`src/rtl/bbox_pkg.sv`:
```
// Shared definitions for the bounding-box pixel walker: coordinate format and walker states.
package bbox_pkg;

  localparam int COORD_W   = 16;
  localparam int FRAC_BITS = 6;
  localparam int PIX_ONE   = 64;

  typedef enum logic {
    IDLE = 1'b0,
    WALK = 1'b1
  } walk_state_e;

  // Truncate a Q10.6 coordinate toward zero onto the pixel grid.
  function automatic logic [COORD_W-1:0] pix_floor(input logic [COORD_W-1:0] v);
    return {v[COORD_W-1:FRAC_BITS], {FRAC_BITS{1'b0}}};
  endfunction

endpackage

```
`src/rtl/bbox_clip.sv`:
```
// Combinational screen clip for the bbox walker; clamps the box maxima to the last
// on-screen pixel. Only instantiated when BBOX_WALK_CLIP_EN is defined.
module bbox_clip
  import bbox_pkg::*;
#(
  parameter int SCREEN_W = 640,
  parameter int SCREEN_H = 480
) (
  input  logic [COORD_W-1:0] xmax_i,
  input  logic [COORD_W-1:0] ymax_i,
  output logic [COORD_W-1:0] xmax_o,
  output logic [COORD_W-1:0] ymax_o
);

  localparam logic [COORD_W-1:0] X_LIM = COORD_W'((SCREEN_W - 1) * PIX_ONE);
  localparam logic [COORD_W-1:0] Y_LIM = COORD_W'((SCREEN_H - 1) * PIX_ONE);

  // A minimum past the limit ends up above the clamped maximum and is dropped upstream.
  assign xmax_o = (xmax_i > X_LIM) ? X_LIM : xmax_i;
  assign ymax_o = (ymax_i > Y_LIM) ? Y_LIM : ymax_i;

endmodule

```
`src/rtl/bbox_pixel_walker.sv`:
```
// Walks every pixel of an axis-aligned box in row-major order over a valid/ready stream.
// Optional screen clipping is enabled with the BBOX_WALK_CLIP_EN macro.
module bbox_pixel_walker
  import bbox_pkg::*;
#(
  parameter int SCREEN_W = 640,
  parameter int SCREEN_H = 480
) (
  input  logic               CLK,
  input  logic               RST_N,
  input  logic [COORD_W-1:0] XMIN,
  input  logic [COORD_W-1:0] XMAX,
  input  logic [COORD_W-1:0] YMIN,
  input  logic [COORD_W-1:0] YMAX,
  input  logic               BOX_VALID,
  output logic               BOX_READY,
  output logic [COORD_W-1:0] PX,
  output logic [COORD_W-1:0] PY,
  output logic               PIX_VALID,
  input  logic               PIX_READY,
  output logic               PIX_LAST,
  output logic               BOX_DROP
);

  walk_state_e        state_q, state_d;
  logic [COORD_W-1:0] xmin_q, xmin_d, xmax_q, xmax_d;
  logic [COORD_W-1:0] ymin_q, ymin_d, ymax_q, ymax_d;
  logic [COORD_W-1:0] px_q, px_d, py_q, py_d;
  logic               drop_q, drop_d;

  logic [COORD_W-1:0] cap_xmin, cap_ymin, cap_xmax, cap_ymax;
  logic               accept, degenerate, row_end, col_end;

  assign cap_xmin = pix_floor(XMIN);
  assign cap_ymin = pix_floor(YMIN);

`ifdef BBOX_WALK_CLIP_EN
  bbox_clip #(
    .SCREEN_W (SCREEN_W),
    .SCREEN_H (SCREEN_H)
  ) u_clip (
    .xmax_i (pix_floor(XMAX)),
    .ymax_i (pix_floor(YMAX)),
    .xmax_o (cap_xmax),
    .ymax_o (cap_ymax)
  );
`else
  assign cap_xmax = pix_floor(XMAX);
  assign cap_ymax = pix_floor(YMAX);
`endif

  assign BOX_READY  = (state_q == IDLE) && RST_N;
  assign accept     = BOX_VALID && BOX_READY;
  assign degenerate = (cap_xmin > cap_xmax) || (cap_ymin > cap_ymax);

  // Equality compares before incrementing keep boxes near 0xFFC0 from wrapping.
  assign row_end = (px_q == xmax_q);
  assign col_end = (py_q == ymax_q);

  always_comb begin
    state_d = state_q;
    xmin_d  = xmin_q;
    xmax_d  = xmax_q;
    ymin_d  = ymin_q;
    ymax_d  = ymax_q;
    px_d    = px_q;
    py_d    = py_q;
    drop_d  = 1'b0;
    case (state_q)
      IDLE: begin
        if (accept) begin
          xmin_d = cap_xmin;
          xmax_d = cap_xmax;
          ymin_d = cap_ymin;
          ymax_d = cap_ymax;
          if (degenerate) begin
            drop_d = 1'b1;
          end else begin
            state_d = WALK;
            px_d    = cap_xmin;
            py_d    = cap_ymin;
          end
        end
      end
      WALK: begin
        if (PIX_READY) begin
          if (!row_end) begin
            px_d = px_q + COORD_W'(PIX_ONE);
          end else if (!col_end) begin
            px_d = xmin_q;
            py_d = py_q + COORD_W'(PIX_ONE);
          end else begin
            state_d = IDLE;
          end
        end
      end
      default: state_d = IDLE;
    endcase
  end

  always_ff @(posedge CLK) begin
    if (!RST_N) begin
      state_q <= IDLE;
      xmin_q  <= '0;
      xmax_q  <= '0;
      ymin_q  <= '0;
      ymax_q  <= '0;
      px_q    <= '0;
      py_q    <= '0;
      drop_q  <= 1'b0;
    end else begin
      state_q <= state_d;
      xmin_q  <= xmin_d;
      xmax_q  <= xmax_d;
      ymin_q  <= ymin_d;
      ymax_q  <= ymax_d;
      px_q    <= px_d;
      py_q    <= py_d;
      drop_q  <= drop_d;
    end
  end

  assign PX        = px_q;
  assign PY        = py_q;
  assign PIX_VALID = (state_q == WALK);
  assign PIX_LAST  = PIX_VALID && row_end && col_end;
  assign BOX_DROP  = drop_q;

endmodule

```
`config.mk`:
```
export PLATFORM = sky130hd
export DESIGN_NAME = bbox_pixel_walker
export DESIGN_NICKNAME = d
export VERILOG_FILES = /design/src/rtl/bbox_pkg.sv /design/src/rtl/bbox_clip.sv /design/src/rtl/bbox_pixel_walker.sv
export SDC_FILE = /design/constraint.sdc
export NUM_CORES = 1
export LEC_CHECK = 0
export ABC_AREA = 1
export BUFFER_PORTS_ARGS = -buffer_cell sky130_fd_sc_hd__buf_2
export CAP_MARGIN = 30
export CORE_MARGIN = 5
export CORE_UTILIZATION = 45
export CTS_BUF_LIST = sky130_fd_sc_hd__clkbuf_8 sky130_fd_sc_hd__clkbuf_16
export DETAILED_ROUTE_END_ITERATION = 8
export PLACE_DENSITY = 0.71
export SLEW_MARGIN = 30
export SYNTH_ARGS = -nofsm -noshare
export SYNTH_HDL_FRONTEND = slang
export SYNTH_HIERARCHICAL = 1
export SYNTH_SLANG_ARGS = --single-unit
```
`constraint.sdc`:
```
create_clock -name CLK -period 2.2 [get_ports CLK]
set_input_delay 0.33 -clock CLK [delete_from_list [all_inputs] [get_ports CLK]]
set_output_delay 0.33 -clock CLK [all_outputs]
set_load 0.02 [all_outputs]
```
==> impl_metrics.ini, run 1 <==
[job]
drv_cap = 0

[grt]
grt_usage_pct = 18.1
antenna_found_initial = 0
grt_pass1_vias = 3204
grt_max_degree = 60
grt_pass1_wl_um = 14800
overflow = 0

[pwr]
finalPower_mw = 2.60
irDropWorstVdd_uv = 303
p_leak_nw = 2.23
power.density_nw_per_um2 = 628

[clock_tree]
cts_sinks = 52
cts_setup_buffers = 0
clock_latency_ns = 0.30
cts_root_buf = clkbuf_8
htreeDepth = 2
cts_tree = yes
path_clk_slew_ns = 0.10
clockBufferDepth = 2
numCtsBuffers = 5

[logic_synthesis]
ys_ff_latch = 52
ys_top_cells_by_count = 167 x nand2_1, 83 x inv_1, 68 x nor2_1
ys_seq_area_share_pct = 29.1
synth_cell_types = 31
synth_flop_cell = dfxtp_1
netlist_area_um2 = 3580
synth-edff-count = 0
avgSynthCellArea_um2 = 6.18
post-synth-top-area-cell = dfxtp_1
synth.most_common_cell = nand2_1
synth.top_cell.area_share_pct = 29.1
yosys_warnings = 6
synth_area_leaders = dfxtp_1 29%, nand2_1 18%, inv_1 8.7%, ha_1 7.7%, nand3_1 7.4%
syn_inst = 579
async_flop_share_pct = 0

[timing]
fmax_mhz = 482
max_slew_margin_pct = 64.4
fin_crit_ns = 2.07
skew_ns = 0.00738
setup_tns_ns = 0
rsz0062_at_grt = no
fin_crit_sh_pct = 94.2
slew_viol_final = 0
hold_violations = 0
tightest_slew_ns = 0.535
setup_viol = 0

[place]
placed_area_um2 = 4010
dp_hpwl_um = 6830
port-buffer-count = 67
place.gp.congestion = 0.817

[worst_setup_path]
reg2reg_slack_ns = 0.34
critPathRequiredTime_ns = 1.87
path_class = flop to output port
crit_path_frequent_cell = nand2_1
crit_path_max_fanout = 7
cp_slowest_cell = dfxtp_1
worstSetupEndpointType = output port
cp-start-kind = flop
crit_chain = inv_2 > nand2_1 > nand2_1 > nor2_1 > nand3_2 > inv_1 > nand2_2 > nor2_2 > buf_2
crit_path_max_incr_delay_ns = 0.49
crit_arrival_ns = 1.74

[floorplanning]
die_w_um = 99.2
initial_core_util_pct = 46.3
core_um2 = 7730
fp.dieArea_um2 = 9840
die_y_um = 99.2
rows = 32
io_pins = 104

[finish]
layout-drive-gt1-share_pct = 16.3
nNetsFinal = 732
area_delta_synth_final_pct = 15.5
fin_area_um2 = 4140
n_antenna_cell = 0
fin_util_pct = 53.5

[routing]
drtIter0Drc = 217
ant_nets = 0
routed_wl_um = 8810
firstDrtPassIters = 4
num_vias = 3557
drt-wirelength-per-cell_um = 11.8
vias_per_cell = 4.77
drc = 0

[hold_path]
min_path_type = input pin to flop

[status]
status = completed
[state kept, by name, summed over array words and instances (netlist names)]
register and cells:
PX 10, PY 10, xmax_q 10, xmin_q 10, ymax_q 10, BOX_DROP 1
PIX_VALID 1
[placed cells by master, fill, tap and decap left out, types with 7 or more instances in the layout]
cell / Yosys / routed
a21oi_1: 12 / 12
buf_2: 4 / 67
buf_4: 14 / 7
conb_1: 1 / 12
dfxtp_1: 52 / 50
ha_1: 22 / 22
inv_1: 83 / 83
nand2_1: 167 / 167
nand2_2: 7 / 7
nand3_1: 53 / 53
nand4_1: 7 / 7
nor2_1: 68 / 68
o21ai_0: 44 / 44
xor2_1: 8 / 8
[worst max-delay path: cells and delay by family, from the launching register on]
family                 cells  cell delay (ns)
flip-flops                 1             0.49
buffers and inverters      3             0.35
AND/OR/NAND/NOR            6             0.62
[cells by family (layout without fill, tap and decap cells)]
family	count (synthesis)	count (layout)	synth area share (%)
and+or+nand+nor	311	311	36.9
muxes	1	1	0.280
AOI/OAI and AO/OA	62	62	9.12
adders and majority gates	22	22	7.69
other	1	12	0.105
xor gates and xnor gates	10	10	2.45
buffers and inverters	120	173	14.4
DFF	52	52	29.1
[per-layer routing]
metal | share of wire [%] | GRT usage, %
met1 | 49 | 25.9
met3 | 6.9 | 3.51
met5 | 0 | 0
met4 | 0.35 | 2.21
met2 | 44 | 29.1
[report_power, final]
part	internal (mW)	total, mW	switching (mW)
clock	0.373	0.704	0.331
combinational	0.285	0.770	0.485
sequential	1.03	1.12	0.0933
[final cells by class]
type	count	area (um^2)
Fill cell	784	3590
Tap cell	102	128
Clock inverter	2	38.8
Inverter	88	330
Multi-Input combinational cell	418	2060
Sequential cell	52	1040
Timing Repair Buffer	77	448
Clock buffer	6	82.6
[path summary, 6_finish.rpt]
path,start,endpoint,cells past startpoint
worst max register to register,PX[11],PY[15],12
worst max-delay path,PX[11],PIX_LAST,9
worst min-delay path,RST_N,PIX_VALID,3
worst min register to register,xmin_q[14],xmin_q[14],2
[repair_timing]
action                     in CTS  in global routing
setup endpoints to repair       0                  1
hold buffers                    0                  0
gates resized for setup         0                  2
[stage by stage]
step | instances | hold slack (ns) | worst slack, ns
floorplan | 590 | 0.430 | 0.287
global placement | 737 | 0.440 | 0.0748
detailed placement | 737 | 0.447 | 0.0341
CTS | 745 | 0.275 | 0.0738
global route | 745 | 0.272 | 0.00224
finish | 745 | 0.292 | 0.127
Note: power is estimated with default switching activity, not from simulation.
==> run 2: changes to the inputs <==
==> constraint.sdc (replaced) <==
create_clock -name CLK -period 2.2 [get_ports CLK]
set_input_delay 0.55 -clock CLK [delete_from_list [all_inputs] [get_ports CLK]]
set_output_delay 0.55 -clock CLK [all_outputs]
set_load 0.02 [all_outputs]
==> impl_metrics.ini, run 2 (synthesis results as in run 1) <==
[place]
place.gp.congestion = 0.860
placed_area_um2 = 4200
port-buffer-count = 67
dp_hpwl_um = 7090
post-place-ws_ns = -0.117
place_inst = 762

[timing]
fin_crit_sh_pct = 97.1
worst_slack_ns = 0.0630
hold_ws_ns = 0.463
fin_crit_ns = 2.14
hold_violations = 0
slew_viol_final = 0
skew_ns = 0.0117
setup_tns_ns = 0
setup_viol = 0
fmax_mhz = 468
max_slew_margin_pct = 63.9
tightest_slew_ns = 0.542

[pwr]
p_leak_nw = 2.37
power.density_nw_per_um2 = 585
irDropWorstVdd_uv = 336
finalPower_mw = 2.57

[worst_setup_path]
cp-start-kind = flop
worstSetupEndpointType = output port
path_class = flop to output port
crit_path_max_fanout = 5
critPathRequiredTime_ns = 1.65
crit_arrival_ns = 1.59

[finish]
final.fill_count = 775
multi_input_area_um2 = 2080
area_delta_synth_final_pct = 22.7
finalNonFillerCells = 776
fin_area_um2 = 4390
seq_area_um2 = 1070
layout-drive-gt1-share_pct = 23.3
final_common_cell = nand2_1
nNetsFinal = 763
final_cell_mix = 167 x nand2_1, 80 x inv_1, 66 x buf_2, 65 x nor2_1, 52 x nand3_1
n_antenna_cell = 0
fin_util_pct = 56.8

[clock_tree]
cts_root_buf = clkbuf_8
hold_buffers = 0
cts_sinks = 52
cts_tree = yes
clockBufferDepth = 2
path_clk_slew_ns = 0.09
clock_latency_ns = 0.32
htreeDepth = 2
numCtsBuffers = 5

[floorplanning]
initial_core_util_pct = 46.3
core_um2 = 7730
die_w_um = 99.2
fp.dieArea_um2 = 9840
io_pins = 104
die_y_um = 99.2
rows = 32

[hold_path]
min_path_type = flop to flop

[routing]
firstDrtPassIters = 4
routed_wl_um = 9320
drt-wirelength-per-cell_um = 12.0
drtIter0Drc = 178
drc = 0
num_vias = 3732
vias_per_cell = 4.81
ant_nets = 0

[grt]
grt_pass1_vias = 3281
grt_max_degree = 60
grt_usage_pct = 18.8
antenna_found_initial = 0
grt_pass1_wl_um = 15300
overflow = 0

[status]
status = completed

[job]
drv_cap = 0
==> run 2: power by group <==
| part | leakage (nW) | switching [mW] | internal (mW) | total (mW) |
|---|---|---|---|---|
| registers | 0.436 | 0.0881 | 1.03 | 1.12 |
| logic | 1.89 | 0.520 | 0.343 | 0.863 |
| clock network | 0.0510 | 0.332 | 0.252 | 0.585 |
| total | 2.37 | 0.941 | 1.63 | 2.57 |
==> run 2: area by class of cell <==
cell class,count,area share (%)
inverter,88,7.52
timing repair buffer,108,15.6
clock inverter,2,0.228
clock buffer,6,1.88
tap,102,2.91
sequential,52,24.4
multi-input combinational,418,47.4
==> run 2: what timing repair did <==
item / CTS / global route
pin swaps: 1 / 4
resized for setup: 11 / 20
setup endpoints to repair: 1 / 1
setup buffers: 1 / 5
==> run 2: path summary, 6_finish.rpt <==
kind / from / to / slack, ns / cells past startpoint
worst max-delay path: PY[12] / PIX_LAST / 0.06 / 9
worst min-delay path: xmin_q[14] / xmin_q[14] / 0.46 / 2
worst max register to register: PX[10] / PY[13] / 0.35 / 14
worst min register to register: xmin_q[14] / xmin_q[14] / 0.46 / 2
==> run 2: critical path: stages (launching register included) <==
cell,delay (ns)
dfxtp_4,0.38
inv_1,0.07
nand2_1,0.06
nand2_1,0.05
nor2_1,0.08
nand2_1,0.09
nor2_2,0.17
nand3_2,0.10
nor2_4,0.15
buf_6,0.13
==> run 2: layer usage <==
layer / routed length [um] / track usage, % / up-vias
li1: - / - / 1961
met1: 4390 / 26.3 / 1658
met2: 4230 / 29.9 / 101
met3: 580 / 3.16 / 12
met4: 121 / 5.46 / 0
met5: 0 / 0 / -
